## config.mk

```make
export PLATFORM = sky130hd
export DESIGN_NAME = pwm_multi
export DESIGN_NICKNAME = d
export VERILOG_FILES = /design/src/rtl/pwm_multi.sv
export SDC_FILE = /design/constraint.sdc
export NUM_CORES = 1
export LEC_CHECK = 0
export CAP_MARGIN = 20
export CORE_MARGIN = 10
export CORE_UTILIZATION = 60
export CTS_BUF_LIST = sky130_fd_sc_hd__clkbuf_8
export DETAILED_ROUTE_END_ITERATION = 10
export GPL_TIMING_DRIVEN = 1
export PLACE_DENSITY_LB_ADDON = 0.08
export SLEW_MARGIN = 20
export SYNTH_ARGS = -nofsm -noshare
export SYNTH_HDL_FRONTEND = slang
export SYNTH_SLANG_ARGS = --single-unit
```

## constraint.sdc

```tcl
create_clock -name clock -period 4.8 [get_ports clock]
set_clock_uncertainty 0.15 [all_clocks]
set_input_delay 0.72 -clock clock [delete_from_list [all_inputs] [get_ports clock]]
set_output_delay 0.72 -clock clock [all_outputs]
set_load 0.1 [all_outputs]
```

## src/rtl/pwm_multi.sv

```systemverilog
// Multi-channel PWM: shared edge/symmetric period counter with shadowed period/duty/mode.
// Optional PWM_POLARITY_EN adds per-channel shadowed output polarity.
module pwm_multi #(
   parameter int unsigned CHANNELS = 4,
   parameter int unsigned WIDTH    = 8
) (
   input  logic                      clock,
   input  logic                      reset,
   input  logic                      io_en,
   input  logic [WIDTH-1:0]          io_period,
   input  logic [CHANNELS*WIDTH-1:0] io_duty,
   input  logic                      io_mode,
`ifdef PWM_POLARITY_EN
   input  logic [CHANNELS-1:0]       io_polarity,
`endif
   input  logic                      io_load,
   output logic [CHANNELS-1:0]       io_out,
   output logic [WIDTH-1:0]          io_contador,
   output logic                      io_periodDone
);

   typedef enum logic [0:0] {DirUp, DirDown} dir_e;

   logic [WIDTH-1:0]    cnt_q, cnt_d;
   dir_e                dir_q, dir_d;
   logic                pend_q, pend_d;
   logic [WIDTH-1:0]    period_q, period_d;
   logic                mode_q, mode_d;
   logic [WIDTH-1:0]    duty_q [CHANNELS];
   logic [WIDTH-1:0]    duty_d [CHANNELS];
   logic [CHANNELS-1:0] pol_q, pol_d;

   logic             running, boundary, xfer;
   logic [WIDTH-1:0] eff_period;

   assign running = (cnt_q != '0);

   always_comb begin
      boundary = 1'b0;
      if (running) begin
         if (!mode_q) begin
            boundary = (cnt_q == period_q);
         end else begin
            boundary = (period_q == WIDTH'(1)) || (dir_q == DirDown && cnt_q == WIDTH'(1));
         end
      end
   end

   // Idle counts as a boundary so a load while stopped lands on the next edge.
   assign xfer       = (pend_q || io_load) && (!running || boundary);
   assign eff_period = xfer ? io_period : period_q;

   always_comb begin
      cnt_d    = cnt_q;
      dir_d    = dir_q;
      pend_d   = pend_q || io_load;
      period_d = period_q;
      mode_d   = mode_q;
      pol_d    = pol_q;
      for (int i = 0; i < CHANNELS; i++) duty_d[i] = duty_q[i];

      if (xfer) begin
         pend_d   = 1'b0;
         period_d = io_period;
         mode_d   = io_mode;
         for (int i = 0; i < CHANNELS; i++) duty_d[i] = io_duty[i*WIDTH +: WIDTH];
`ifdef PWM_POLARITY_EN
         pol_d    = io_polarity;
`else
         pol_d    = '0;
`endif
      end

      if (!io_en) begin
         cnt_d = '0;
         dir_d = DirUp;
      end else if (!running || xfer) begin
         cnt_d = (eff_period != '0) ? WIDTH'(1) : '0;
         dir_d = DirUp;
      end else if (!mode_q) begin
         cnt_d = (cnt_q == period_q) ? WIDTH'(1) : cnt_q + WIDTH'(1);
      end else if (period_q == WIDTH'(1)) begin
         cnt_d = WIDTH'(1);
      end else if (dir_q == DirUp) begin
         if (cnt_q == period_q) begin
            dir_d = DirDown;
            cnt_d = cnt_q - WIDTH'(1);
         end else begin
            cnt_d = cnt_q + WIDTH'(1);
         end
      end else begin
         if (cnt_q == WIDTH'(1)) begin
            dir_d = DirUp;
            cnt_d = WIDTH'(2);
         end else begin
            cnt_d = cnt_q - WIDTH'(1);
         end
      end
   end

   always_ff @(posedge clock) begin
      if (!reset) begin
         cnt_q    <= '0;
         dir_q    <= DirUp;
         pend_q   <= 1'b0;
         period_q <= '0;
         mode_q   <= 1'b0;
         pol_q    <= '0;
         for (int i = 0; i < CHANNELS; i++) duty_q[i] <= '0;
      end else begin
         cnt_q    <= cnt_d;
         dir_q    <= dir_d;
         pend_q   <= pend_d;
         period_q <= period_d;
         mode_q   <= mode_d;
         pol_q    <= pol_d;
         for (int i = 0; i < CHANNELS; i++) duty_q[i] <= duty_d[i];
      end
   end

   always_comb begin
      for (int i = 0; i < CHANNELS; i++) begin
         io_out[i] = running && ((cnt_q <= duty_q[i]) ^ pol_q[i]);
      end
   end

   assign io_contador   = cnt_q;
   assign io_periodDone = boundary;

endmodule

```

==> flow_summary_export.csv <==
group,metric,value,unit
sta,hold_viol,0,
layout,layout.nets,499,
sta,slew_viol_final,0,
grt,grt_pass1_vias,2840,
drt,vias,2780,
synth,yosysSeqAreaShare,29.89,%
drt,ant_nets,0,
synth,yosys_warnings,0,
layout,fill_cells,422,
synth,synth_fa_ha_area_share,13.19,%
floorplanning,coreArea,5507,um2
worst_hold_path,hp-class,"reg2reg",
critical_path,crit_slowest_cell,"dfxtp_1",
synth,synth_top_family_by_area,"simple AND/OR/NAND/NOR gates",
critical_path,required,3930,ps
synth,yosysMostFrequentCell,"dfxtp_1",
drt,drcViolationCount,0,
layout,multi_input_area,2168,um2
critical_path,startpoint_type,"register",
floorplanning,start_util,62.03,%
power_and_ir_drop,p_leak,1.775,nW
placed_design,placed_cell_area,3976,um2
status,status,"completed",
drt,wire_per_inst,16.48,um
drt,routed_wl,8092,um
clocking,clk_pin_slew,90,ps
layout,diodes,0,
power_and_ir_drop,powerDensity,289.2,nW/um2
floorplanning,die_x,95.45,um
clocking,numCtsBuffers,5,
floorplanning,rows,27,
layout,stdcell_area,4109,um2
drt,via_per_inst,5.662,
sta,rsz0062_at_grt,"false",
grt,antenna_found_initial,0,
synth,synth_common_cells,"dfxtp_1, nor2b_1, mux2i_1",
worst_hold_path,hold_path_startpoint,"duty_q[0][1]$_SDFFE_PN0N_",
sta,worst_pin_slew,1001,ps
critical_path,r2r-start,"io_contador[1]$_SDFF_PP0_",
synth,synth_edf_count,0,
critical_path,cpPeakStageDelay,810,ps
clocking,cts_tree,"done",
critical_path,cp.arrival,2740,ps
drt,firstDrtPassIters,4,
power_and_ir_drop,irDropWorstVdd,0.0001791,V
clocking,clk_path_buf_depth,2,
synth,avgSynthCellArea,9.257,um2
clocking,cts_hold_repair.buffers,0,
synth,synth_top_area_share,29.89,%
synth,synth_xor_area_share,3.077,%
clocking,cts.sinks,51,
sta,slew_headroom,33.04,%
clocking,postCtsSetupRepairBufs,0,
critical_path,critPathCaptureType,"primary output",
synth,synthTopCellsByArea,"dfxtp_1, ha_1, mux2i_1, nor2b_1, inv_1",
critical_path,criticalPathCategory,"reg2out",
sta,period_share,75.17,%
run,cap_violations,0,
synth,yosysUniqueCellTypes,53,
sta,setup_viol,0,
floorplanning,die_h,95.45,um
clocking,htreeDepth,2,
floorplanning,dieArea,9111,um2
placed_design,post-dp-hpwl,6067,um
synth,yosys.area.top_type,"dfxtp_1",
drt,drtIter0Drc,144,
critical_path,setup.worst_path.start,"io_contador[3]$_SDFF_PP0_",
sta,fmax,277.1,MHz
clocking,ctsResizeCount,0,
clocking,clk_latency,310,ps
synth,syn_nets,450,
placed_design,port_buffers,57,
sta,period_needed,3608,ps
synth,synthCells,369,
layout,syn2layout_area_growth,20.29,%
layout,area.sequential,1021,um2
synth,synth_simple_gate_area_share,19.85,%
synth,synthesis.area,3416,um2
synth,ys_dominant_reg_cell,"dfxtp_1",
layout,drive_gt1_share,7.160,%
clocking,cts-root-buf,"clkbuf_8",
grt,grt_max_degree,45,
power_and_ir_drop,total_power,1.188,mW
sta,final.setup.tns,0,ps
critical_path,cp_cell_sequence,"ha_1 > and3_1 > nor2b_1 > o31a_1 > o21ai_0 > nand2_1 > a21oi_1 > buf_4",
floorplanning,num_io_pins,58,
grt,overflow,0,
synth,ys_seq_elements,51,
grt,track_usage,18.14,%
synth,synthArstFlopShare,0,%
synth,synth_compound_area_share,14.03,%
placed_design,gp_congestion,0.9141,
grt,grt_pass1_wl,13580,um
critical_path,cp_max_fo,18,
synth,synth.area.mux_share,13.33,%
[final timing paths]
check                                                 end  slack [ps]  cells past startpoint
worst max-delay path                            io_out[2]        1190                      8
worst min-delay path            duty_q[0][1]$_SDFFE_PN0N_         370                      2
worst max register to register  io_contador[0]$_SDFF_PN0_        1510                      8
worst min register to register  duty_q[0][1]$_SDFFE_PN0N_         370                      2
[critical path, delay by kind of cell (launching register included)]
family	cells	cell delay, ps
buf+inv	1	320
fa+ha+maj	1	360
flops	1	810
simple gates	3	400
compound gates	3	530
[flip-flops by register name (all words and copies together), names as in the netlist]
| register | count |
|---|---|
| duty_q | 32 |
| io_contador | 8 |
| period_q | 8 |
| dir_q | 1 |
| mode_q | 1 |
| pend_q | 1 |
[report_power, final]
| group | leakage [nW] | internal [mW] | switching [mW] |
|---|---|---|---|
| clock network | 0.0695 | 0.206 | 0.139 |
| registers | 0.419 | 0.455 | 0.0277 |
| logic | 1.29 | 0.163 | 0.198 |
| total | 1.78 | 0.824 | 0.365 |
[cells by family after synthesis]
logic type	after synthesis
flops	51
xor+xnor	12
buf+inv	50
simple gates	114
mux	45
fa+ha+maj	36
compound gates	61
[placed cells by master (no fill, tap or decap), types with 4 or more instances in the layout]
cell / n
a21o_1: 6
clkdlybuf4s50_1: 52
mux2i_1: 44
nand4_1: 4
xnor2_1: 9
a21oi_1: 18
nand2_1: 13
nor2b_1: 46
nor3_1: 6
clkbuf_8: 5
dfxtp_1: 51
and3_1: 6
inv_1: 34
o21ai_0: 5
nor2_1: 11
nand3_1: 8
ha_1: 36
a211o_1: 4
buf_4: 7
[per-stage QoR]
step	instances	hold slack [ps]	utilization [%]	setup WS [ps]
floorplan	369	335.6	-	252.4
global placement	483	350.3	72.21	1582
detailed placement	483	360.6	72.21	1533
CTS	491	381.4	74.62	1197
global route	491	412.1	74.62	1019
finish	491	374.4	74.62	1192
[metal layers]
metal / wire length (um) / vias to the layer above / GRT usage [%]
met5: 0 / - / 0
met4: 74 / 0 / 4.177
met3: 416 / 6 / 4.085
met2: 3959 / 69 / 31.42
met1: 3641 / 1312 / 22.35
li1: - / 1393 / -
[cell type report]
type                       count  share of cell area, %
clock buffer                   5                  1.675
inverter                      33                  3.015
timing repair buffer          59                  13.95
multi-input combinational    268                  52.77
clock inverter                 3                  1.553
sequential                    51                  24.85
tap                           72                  2.192
Power figures use the tool's default switching activity.
